File: config.mk
export PLATFORM = sky130hd
export DESIGN_NAME = bos_spi_responder
export DESIGN_NICKNAME = d
export VERILOG_FILES = /design/src/rtl/bos_spi_responder.sv
export SDC_FILE = /design/constraint.sdc
export NUM_CORES = 1
export LEC_CHECK = 0
export ABC_CLOCK_PERIOD_IN_PS = 4150
export CORE_MARGIN = 2
export CORE_UTILIZATION = 65
export CTS_CLUSTER_DIAMETER = 30
export DETAILED_ROUTE_END_ITERATION = 8
export DONT_BUFFER_PORTS = 1
export PLACE_DENSITY = 0.81
export SLEW_MARGIN = 0
export SYNTH_ARGS = -nofsm -noshare
export SYNTH_HDL_FRONTEND = slang
export SYNTH_SLANG_ARGS = --single-unit
File: constraint.sdc
create_clock -name clk -period 4.15 [get_ports clk]
set_input_delay 0.6225 -clock clk [delete_from_list [all_inputs] [get_ports clk]]
set_output_delay 0.6225 -clock clk [all_outputs]
set_load 0.03 [all_outputs]
File: src/rtl/bos_spi_responder.sv
// bos_spi_responder: SPI mode-0 slave register model for 24-bit BOS control frames.
// Define BOS_SPI_RESP_ERRCNT_EN to count aborted frames on err_cnt.
module bos_spi_responder #(
    parameter int N_REGS      = 16,
    parameter int SYNC_STAGES = 2
) (
    input  logic        clk,
    input  logic        rst,
    input  logic        cs_n,
    input  logic        sclk,
    input  logic        mosi,
    output logic        miso,
    output logic        wr_valid,
    output logic [6:0]  wr_addr,
    output logic [15:0] wr_data,
    output logic        rd_valid,
    input  logic [6:0]  loc_addr,
    output logic [15:0] loc_data,
    output logic [7:0]  err_cnt
);
    localparam int AW = N_REGS > 1 ? $clog2(N_REGS) : 1;

    typedef enum logic [1:0] {IDLE, HDR, DATA, OVER} state_t;

    logic [SYNC_STAGES-1:0] cs_sync_q, sclk_sync_q, mosi_sync_q;
    logic        cs_prev_q, sclk_prev_q;
    logic        cs_s, sclk_s, mosi_s, cs_fall, cs_rise, s_rise, s_fall;
    state_t      state_q, state_d;
    logic [4:0]  cnt_q, cnt_d;
    logic [23:0] frm_q, frm_d;
    logic [7:0]  hdr_next;
    logic [15:0] sh_q, sh_d, rd_word;
    logic        rd_q, rd_d, bit_q, bit_d, miso_q, miso_d;
    logic        wr_valid_q, wr_valid_d, rd_valid_q, rd_valid_d;
    logic [6:0]  wr_addr_q, wr_addr_d;
    logic [15:0] wr_data_q, wr_data_d;
    logic [15:0] regs_q [N_REGS];
    logic [15:0] regs_d [N_REGS];

    function automatic logic in_range(input logic [6:0] a);
        return {1'b0, a} < 8'(N_REGS);
    endfunction

    assign cs_s     = cs_sync_q[SYNC_STAGES-1];
    assign sclk_s   = sclk_sync_q[SYNC_STAGES-1];
    assign mosi_s   = mosi_sync_q[SYNC_STAGES-1];
    assign cs_fall  = cs_prev_q & ~cs_s;
    assign cs_rise  = ~cs_prev_q & cs_s;
    assign s_rise   = ~sclk_prev_q & sclk_s;
    assign s_fall   = sclk_prev_q & ~sclk_s;
    assign hdr_next = {frm_q[6:0], mosi_s};
    assign rd_word  = in_range(hdr_next[6:0]) ? regs_q[hdr_next[AW-1:0]] : 16'h0;
    assign loc_data = in_range(loc_addr) ? regs_q[loc_addr[AW-1:0]] : 16'h0;
    assign miso     = miso_q;
    assign wr_valid = wr_valid_q;
    assign rd_valid = rd_valid_q;
    assign wr_addr  = wr_addr_q;
    assign wr_data  = wr_data_q;

    always_comb begin
        state_d    = state_q;
        cnt_d      = cnt_q;
        frm_d      = frm_q;
        rd_d       = rd_q;
        sh_d       = sh_q;
        bit_d      = bit_q;
        regs_d     = regs_q;
        wr_valid_d = 1'b0;
        rd_valid_d = 1'b0;
        wr_addr_d  = wr_addr_q;
        wr_data_d  = wr_data_q;
        // cs_n rising takes priority over any sclk edge seen in the same cycle
        if (state_q != IDLE && cs_rise) begin
            state_d = IDLE;
            if (cnt_q == 5'd24 && !frm_q[23]) begin
                wr_valid_d = 1'b1;
                wr_addr_d  = frm_q[22:16];
                wr_data_d  = frm_q[15:0];
                if (in_range(frm_q[22:16])) regs_d[frm_q[16 +: AW]] = frm_q[15:0];
            end else if (cnt_q == 5'd24) begin
                rd_valid_d = 1'b1;
            end
        end else if (state_q == IDLE) begin
            if (cs_fall) begin
                state_d = HDR;
                cnt_d   = 5'd0;
                rd_d    = 1'b0;
                bit_d   = 1'b0;
            end
        end else if (s_rise) begin
            if (state_q == OVER) begin
                cnt_d = cnt_q == 5'd25 ? cnt_q : cnt_q + 5'd1;
            end else begin
                frm_d = {frm_q[22:0], mosi_s};
                cnt_d = cnt_q + 5'd1;
                if (state_q == HDR && cnt_q == 5'd7) begin
                    state_d = DATA;
                    rd_d    = hdr_next[7];
                    sh_d    = rd_word;
                    bit_d   = 1'b0;
                end
                if (state_q == DATA && cnt_q == 5'd23) state_d = OVER;
            end
        end else if (s_fall && state_q == DATA) begin
            bit_d = sh_q[15];
            sh_d  = {sh_q[14:0], 1'b0};
        end
        miso_d = state_q == DATA && rd_q && bit_q;
    end

    always_ff @(posedge clk) begin
        if (rst) begin
            cs_sync_q   <= '1;
            sclk_sync_q <= '0;
            mosi_sync_q <= '0;
            cs_prev_q   <= 1'b1;
            sclk_prev_q <= 1'b0;
            state_q     <= IDLE;
            cnt_q       <= '0;
            frm_q       <= '0;
            rd_q        <= 1'b0;
            sh_q        <= '0;
            bit_q       <= 1'b0;
            miso_q      <= 1'b0;
            wr_valid_q  <= 1'b0;
            rd_valid_q  <= 1'b0;
            wr_addr_q   <= '0;
            wr_data_q   <= '0;
            for (int i = 0; i < N_REGS; i++) regs_q[i] <= '0;
        end else begin
            cs_sync_q   <= {cs_sync_q[SYNC_STAGES-2:0], cs_n};
            sclk_sync_q <= {sclk_sync_q[SYNC_STAGES-2:0], sclk};
            mosi_sync_q <= {mosi_sync_q[SYNC_STAGES-2:0], mosi};
            cs_prev_q   <= cs_s;
            sclk_prev_q <= sclk_s;
            state_q     <= state_d;
            cnt_q       <= cnt_d;
            frm_q       <= frm_d;
            rd_q        <= rd_d;
            sh_q        <= sh_d;
            bit_q       <= bit_d;
            miso_q      <= miso_d;
            wr_valid_q  <= wr_valid_d;
            rd_valid_q  <= rd_valid_d;
            wr_addr_q   <= wr_addr_d;
            wr_data_q   <= wr_data_d;
            regs_q      <= regs_d;
        end
    end

`ifdef BOS_SPI_RESP_ERRCNT_EN
    logic [7:0] err_q, err_d;
    logic       abort;
    assign abort   = state_q != IDLE && cs_rise && cnt_q != 5'd24;
    assign err_d   = abort && err_q != 8'hFF ? err_q + 8'd1 : err_q;
    assign err_cnt = err_q;
    always_ff @(posedge clk) begin
        if (rst) err_q <= '0;
        else     err_q <= err_d;
    end
`else
    assign err_cnt = 8'h0;
`endif
endmodule
# Yosys cells after proc, flatten, opt, wreduce, memory -nomap -nowiden
# Cells that the tools add are included.
word_totals:
  ff_bits: 339
  input_bits: 12
  out_inout_bits: 50
  elab_cells: 133
op_classes:
  add_sub_neg: 1
  magnitude_cmp: 7
  n_eq_ne: 14
  mux: 38
  n_bitwise: 14
  n_reduce_logical: 27
op_table:
  columns: ["cell", "n"]
  rows:
  - ["bitwise mux 256 bit", 1]
  - ["two-way mux 16 bit", 11]
  - ["binary-select mux 16 bit (select 4 bit)", 2]
  - ["demux 16 bit (select 4 bit)", 1]
  - ["two-way mux 5 bit", 5]
  - ["less-than comparator 7 x 5 -> 1 bit, second input constant", 3]
  - ["== test 5 bit, second input constant", 3]
  - ["greater-or-equal comparator 5 bit, second input constant", 3]
  - ["NOT 4 -> 5 bit", 3]
  - ["AND reduction 5 bit", 3]
  - ["two-way mux 1 bit", 12]
  - ["two-way mux 2 bit", 6]
  - ["AND reduction 4 bit", 3]
  - ["logical AND 1 bit", 8]
  - ["nonzero test 2 bit", 4]
  - ["NOT 1 bit", 7]
  - ["inequality test 2 bit, second input constant", 3]
  - ["inequality test 3 bit, second input constant", 2]
  - ["nonzero test 3 bit", 2]
  - ["adder 5 x 1 -> 5 bit, second input constant", 1]
  - ["== test 5 x 3 -> 1 bit, second input constant", 1]
  - ["less-than comparator 5 x 1 -> 1 bit, second input constant", 1]
  - ["AND 1 bit", 4]
  - ["== test 2 bit, second input constant", 2]
  - ["9 further kinds", 10]

# Longest topological paths before layout
logic_depth:
  ltp_word: 8
  ltp_mapped: 10
  ltp_nobuf: 7

# Worst setup path before layout
# No wires, ideal clock.
synth_path:
  path_type: "input to output"
  startpoint: "input loc_addr[2]"
  endpoint: "output loc_data[10]"
  t_arrival_ns: 2.325
  required_time_ns: 3.527
  setup_slack_ns: 1.203
  path_stages: 6
  n_path_buf: 3
  cell_sequence: "buf_2 > clkbuf_1 > buf_2 > mux4_2 > mux2i_1 > o22ai_1"
synth_between:
  elab_chain_len: 5
  elab_cells_between_ends: 6
  cone_classes: "1 x order compare; 4 x mux; 1 x bitwise"
synth_lines:
  columns: ["element", "line_no", "source"]
  rows:
  - ["start, declared", "17", "input logic [6:0] loc_addr,"]
  - ["NOT 4 -> 5 bit (implied by the code)", "53", "assign loc_data = in_range(loc_addr) ? regs_q[loc_addr[AW-1:0]] : 16'h0;"]
  - ["binary-select mux 16 bit (select 4 bit)", "53", null]
  - ["two-way mux 16 bit (implied by the code) (2 in series)", "53", null]
  - ["two-way mux 16 bit *", "53", null]
  - ["end, declared", "18", "output logic [15:0] loc_data,"]
# Every way passes the cells marked *; elsewhere a longest branch is shown, timed or not. The select of a mux whose other input is x is not followed.

# Worst setup path after layout
layout_path:
  startpoint: "register state_q[0]"
  endpoint: "register regs_q[254] in the netlist's numbering"
layout_between:
  elab_chain_len: 3
layout_lines:
  columns: ["element", "line_no", "source"]
  rows:
  - ["start, declared", "28", "state_t state_q, state_d;"]
  - ["start signal, assigned", "136", "state_q <= state_d;"]
  - ["nonzero test 2 bit", "73", "if (state_q != IDLE && cs_rise) begin"]
  - ["logical AND 1 bit", "73", null]
  - ["AND reduction 3 bit (no line)", null, null]
  - ["end signal, assigned", "147", "regs_q <= regs_d;"]
  - ["end, declared", "37", "logic [15:0] regs_q [N_REGS];"]
# Every way passes these cells.
# A chain may end at the register's enable or synchronous reset.

==> results.md <==
* Synth Area in Simple Gates at 0.187
* CTS max path bufs at 3
* Post-route ant nets at 0
* Yosys top cell by area: dfxtp_1
* Ant. Diodes at 0
* Row cnt at 58
* Antenna violations before repair at 1
* Synth Instances at 1,833
* Crit-path max FO at 16
* Peak supply drop at 0.380 mV
* Drt via density at 6.84
* Setup CP Type: register to register
* Pwr Total at 9.33 mW
* Hold Crit Class: input pin to register
* Slowest stage cell, crit path: nand3_1
* RSZ-0062 raised after global routing: false
* Max_cap viols at 0
* Outcome: finished clean
* Top cell type's share of synthesized area at 0.412
* Root buffer cell: clkbuf_16
* Power Density at 497 mW/mm^2
* Largest net degree at the start of global routing at 329
* CP Buf/Inv Count at 1
* Number of hold buffers added after cts at 0
* DP HPWL at 28,100 um
* Clk slew on worst S/H paths at 0.05 ns
* Layout fillers at 1,651
* Gr ovfl total at 0
* Fmax at 302 MHz
* Port bufs at 0
* Commonest cells post-synth: nand2_1 (616), dfxtp_1 (339), a21oi_1 (310)
* CTS tree: built
* Final hold viol count at 0
* Worst-margin pin slew at 1.13 ns
* Synth Area in Compound Gates at 0.129
* Sw Ratio at 0.226
* Pre-antenna DRT Iters at 6
* CTS H-tree depth at 3
* Post-synth EDFFs at 0
* Tmin final at 3.31 ns
* # IOs at 62
* Worst Path Arrival at 3.71 ns
* Adder-Cell Fraction of Synth Area at 0.00592
* Dominant synthesized flop cell: dfxtp_1
* Placed Instance Area at 0.0163 sq mm
* Clk pwr share at 0.612
* Post-synthesis cell area at 0.0165 sq mm
* Hold slack at 0.146 ns
* Die height at 163 um
* Top cells by area, synth: dfxtp_1 (41%), mux4_2 (17%), nand2_1 (14%)
* WP data required at 4.55 ns
* Sequential power share at 0.362
* Synthesized flop and latch total at 339
* DRC Markers at 0
* Critical Path Start Type: register
* Core area at 0.0250 sq mm
* Num CTS Buffers at 68
* Post-synth cell types at 56
* Final Wtd Congestion at 0.871
* Worst path cell trace: inv_1 > ha_1 > nor3b_4 > and4_1 > nand3_1 > nand2_1 > a21oi_1
* Crit path max-delay family: simple AND/OR/NAND/NOR gates
* DR iter-0 viols at 2,065
* Vias post-DR at 14,600
* YS warnings at 0
* Initial core utilization at 0.659
* P_int at 7.22 mW
* Power share of the combinational group at 0.026
* CTS resizes at 0
* Setup TNS at 0 ns
* Crit path largest cell delay at 0.93 ns
* Area grow syn2layout at 13.7%
* Post-synth ARST share at 0
* Leakage at 6.09 nW
* Worst setup EP type: register
* GR Util All Layers at 0.385
* Final Cell Area at 0.0187 sq mm
* Global-route wire length before repair at 79,300 um
* Layout cells sized above 1 at 0.169
* Period utilization at 0.797
* Drt wl/cell at 23.9 um
* Synth Area in XOR/XNOR at 0.00106
* Worst reg-to-reg setup slack at 0.84 ns
* Total Nets Final at 1,773
* Sequential-to-total area share from yosys stat at 0.412
* Final Max Slew Viols at 0
* Horiz. Die Dim at 163 um
* Skew final at 0.0356 ns
* Avg Synthesized Cell Area at 9.00 sq um
* Clk_lat worst skew at 0.58 ns
* Most common cell in the netlist: nand2_1
* Relative slew slack at 0.242
* Clk sinks at 339
* P_sw at 2.11 mW
* Final wirelength at 51,100 um
* Setup Buffers After CTS at 0
* Die ar. at 0.0267 sq mm
* Final setup viols at 0
* Main combinational cell family by area after synthesis: multiplexers
* Vias in the first global route at 14,600
* Multiplexer area fraction after synthesis at 0.214
layout by cell type, fill, tap and decap left out, types with 17 or more instances in the layout:
master     instances
clkbuf_16         71
dfxtp_1          336
nand2_1          616
o22ai_1           17
mux4_2           127
a21oi_1          310
buf_4             24
mux2i_1           64
cells by family (layout without fill, tap and decap cells):
kind of cell	count (synthesis)	in the layout
AOI/OAI and AO/OA	387	387
xor gates and xnor gates	2	2
adders and majority gates	8	8
buffers and inverters	187	157
DFF	339	339
muxes	192	192
other	1	8
and+or+nand+nor	717	717
stage by stage:
step | util | instances | setup WS [ns]
2_1_floorplan | - | 1840 | 1.20
3_3_place_gp | 0.652 | 2014 | 1.21
3_5_place_dp | 0.652 | 2014 | 1.06
4_1_cts | 0.749 | 2140 | 1.00
5_1_grt | 0.749 | 2140 | 0.744
6_report | 0.749 | 2140 | 0.841
worst paths after layout:
check                          start                       end  depth (start not counted)
max reg2reg  state_q[0]$_SDFFE_PP0P_  regs_q[254]$_SDFFE_PP0P_                          7
max          state_q[0]$_SDFFE_PP0P_  regs_q[254]$_SDFFE_PP0P_                          7
min                              rst   regs_q[80]$_SDFFE_PP0P_                          1
min reg2reg  cs_sync_q[0]$_SDFF_PP1_   cs_sync_q[1]$_SDFF_PP1_                          1
layout make-up:
| class | count | area (sq um) | area share |
|---|---|---|---|
| timing repair buffer | 26 | 220 | 0.0117 |
| clock buffer | 83 | 1900 | 0.101 |
| multi-input combinational | 1314 | 8890 | 0.474 |
| sequential | 339 | 6800 | 0.362 |
| tap | 330 | 413 | 0.0220 |
| clock inverter | 43 | 513 | 0.0274 |
| inverter | 5 | 18.8 | 0.00100 |
power by group through the flow:
| stage | clock [mW] | sequential [mW] | combinational, mW |
|---|---|---|---|
| 2_1_floorplan | 0 | 3.41 | 0.295 |
| 3_3_place_gp | 0 | 3.44 | 0.226 |
| 3_5_place_dp | 0 | 3.44 | 0.235 |
| 4_1_cts | 5.70 | 3.38 | 0.238 |
| 5_1_grt | 5.87 | 3.38 | 0.255 |
| 6_report | 5.71 | 3.38 | 0.239 |
state kept, by name, summed over array words and instances (netlist names), 2 cells and up:
register	count
wr_addr	7
regs_q	256
frm_q	24
wr_data	16
sclk_sync_q	2
cs_sync_q	2
sh_q	16
cnt_q	5
mosi_sync_q	2
state_q	2
layer usage:
| metal | vias up | part of all wire | global-route usage |
|---|---|---|---|
| li1 | 6262 | - | - |
| met1 | 7026 | 0.35 | 0.476 |
| met2 | 1087 | 0.47 | 0.616 |
| met3 | 271 | 0.12 | 0.0922 |
| met4 | 0 | 0.057 | 0.228 |
| met5 | - | 0 | 0 |
Note: power is estimated with default switching activity, not from simulation.
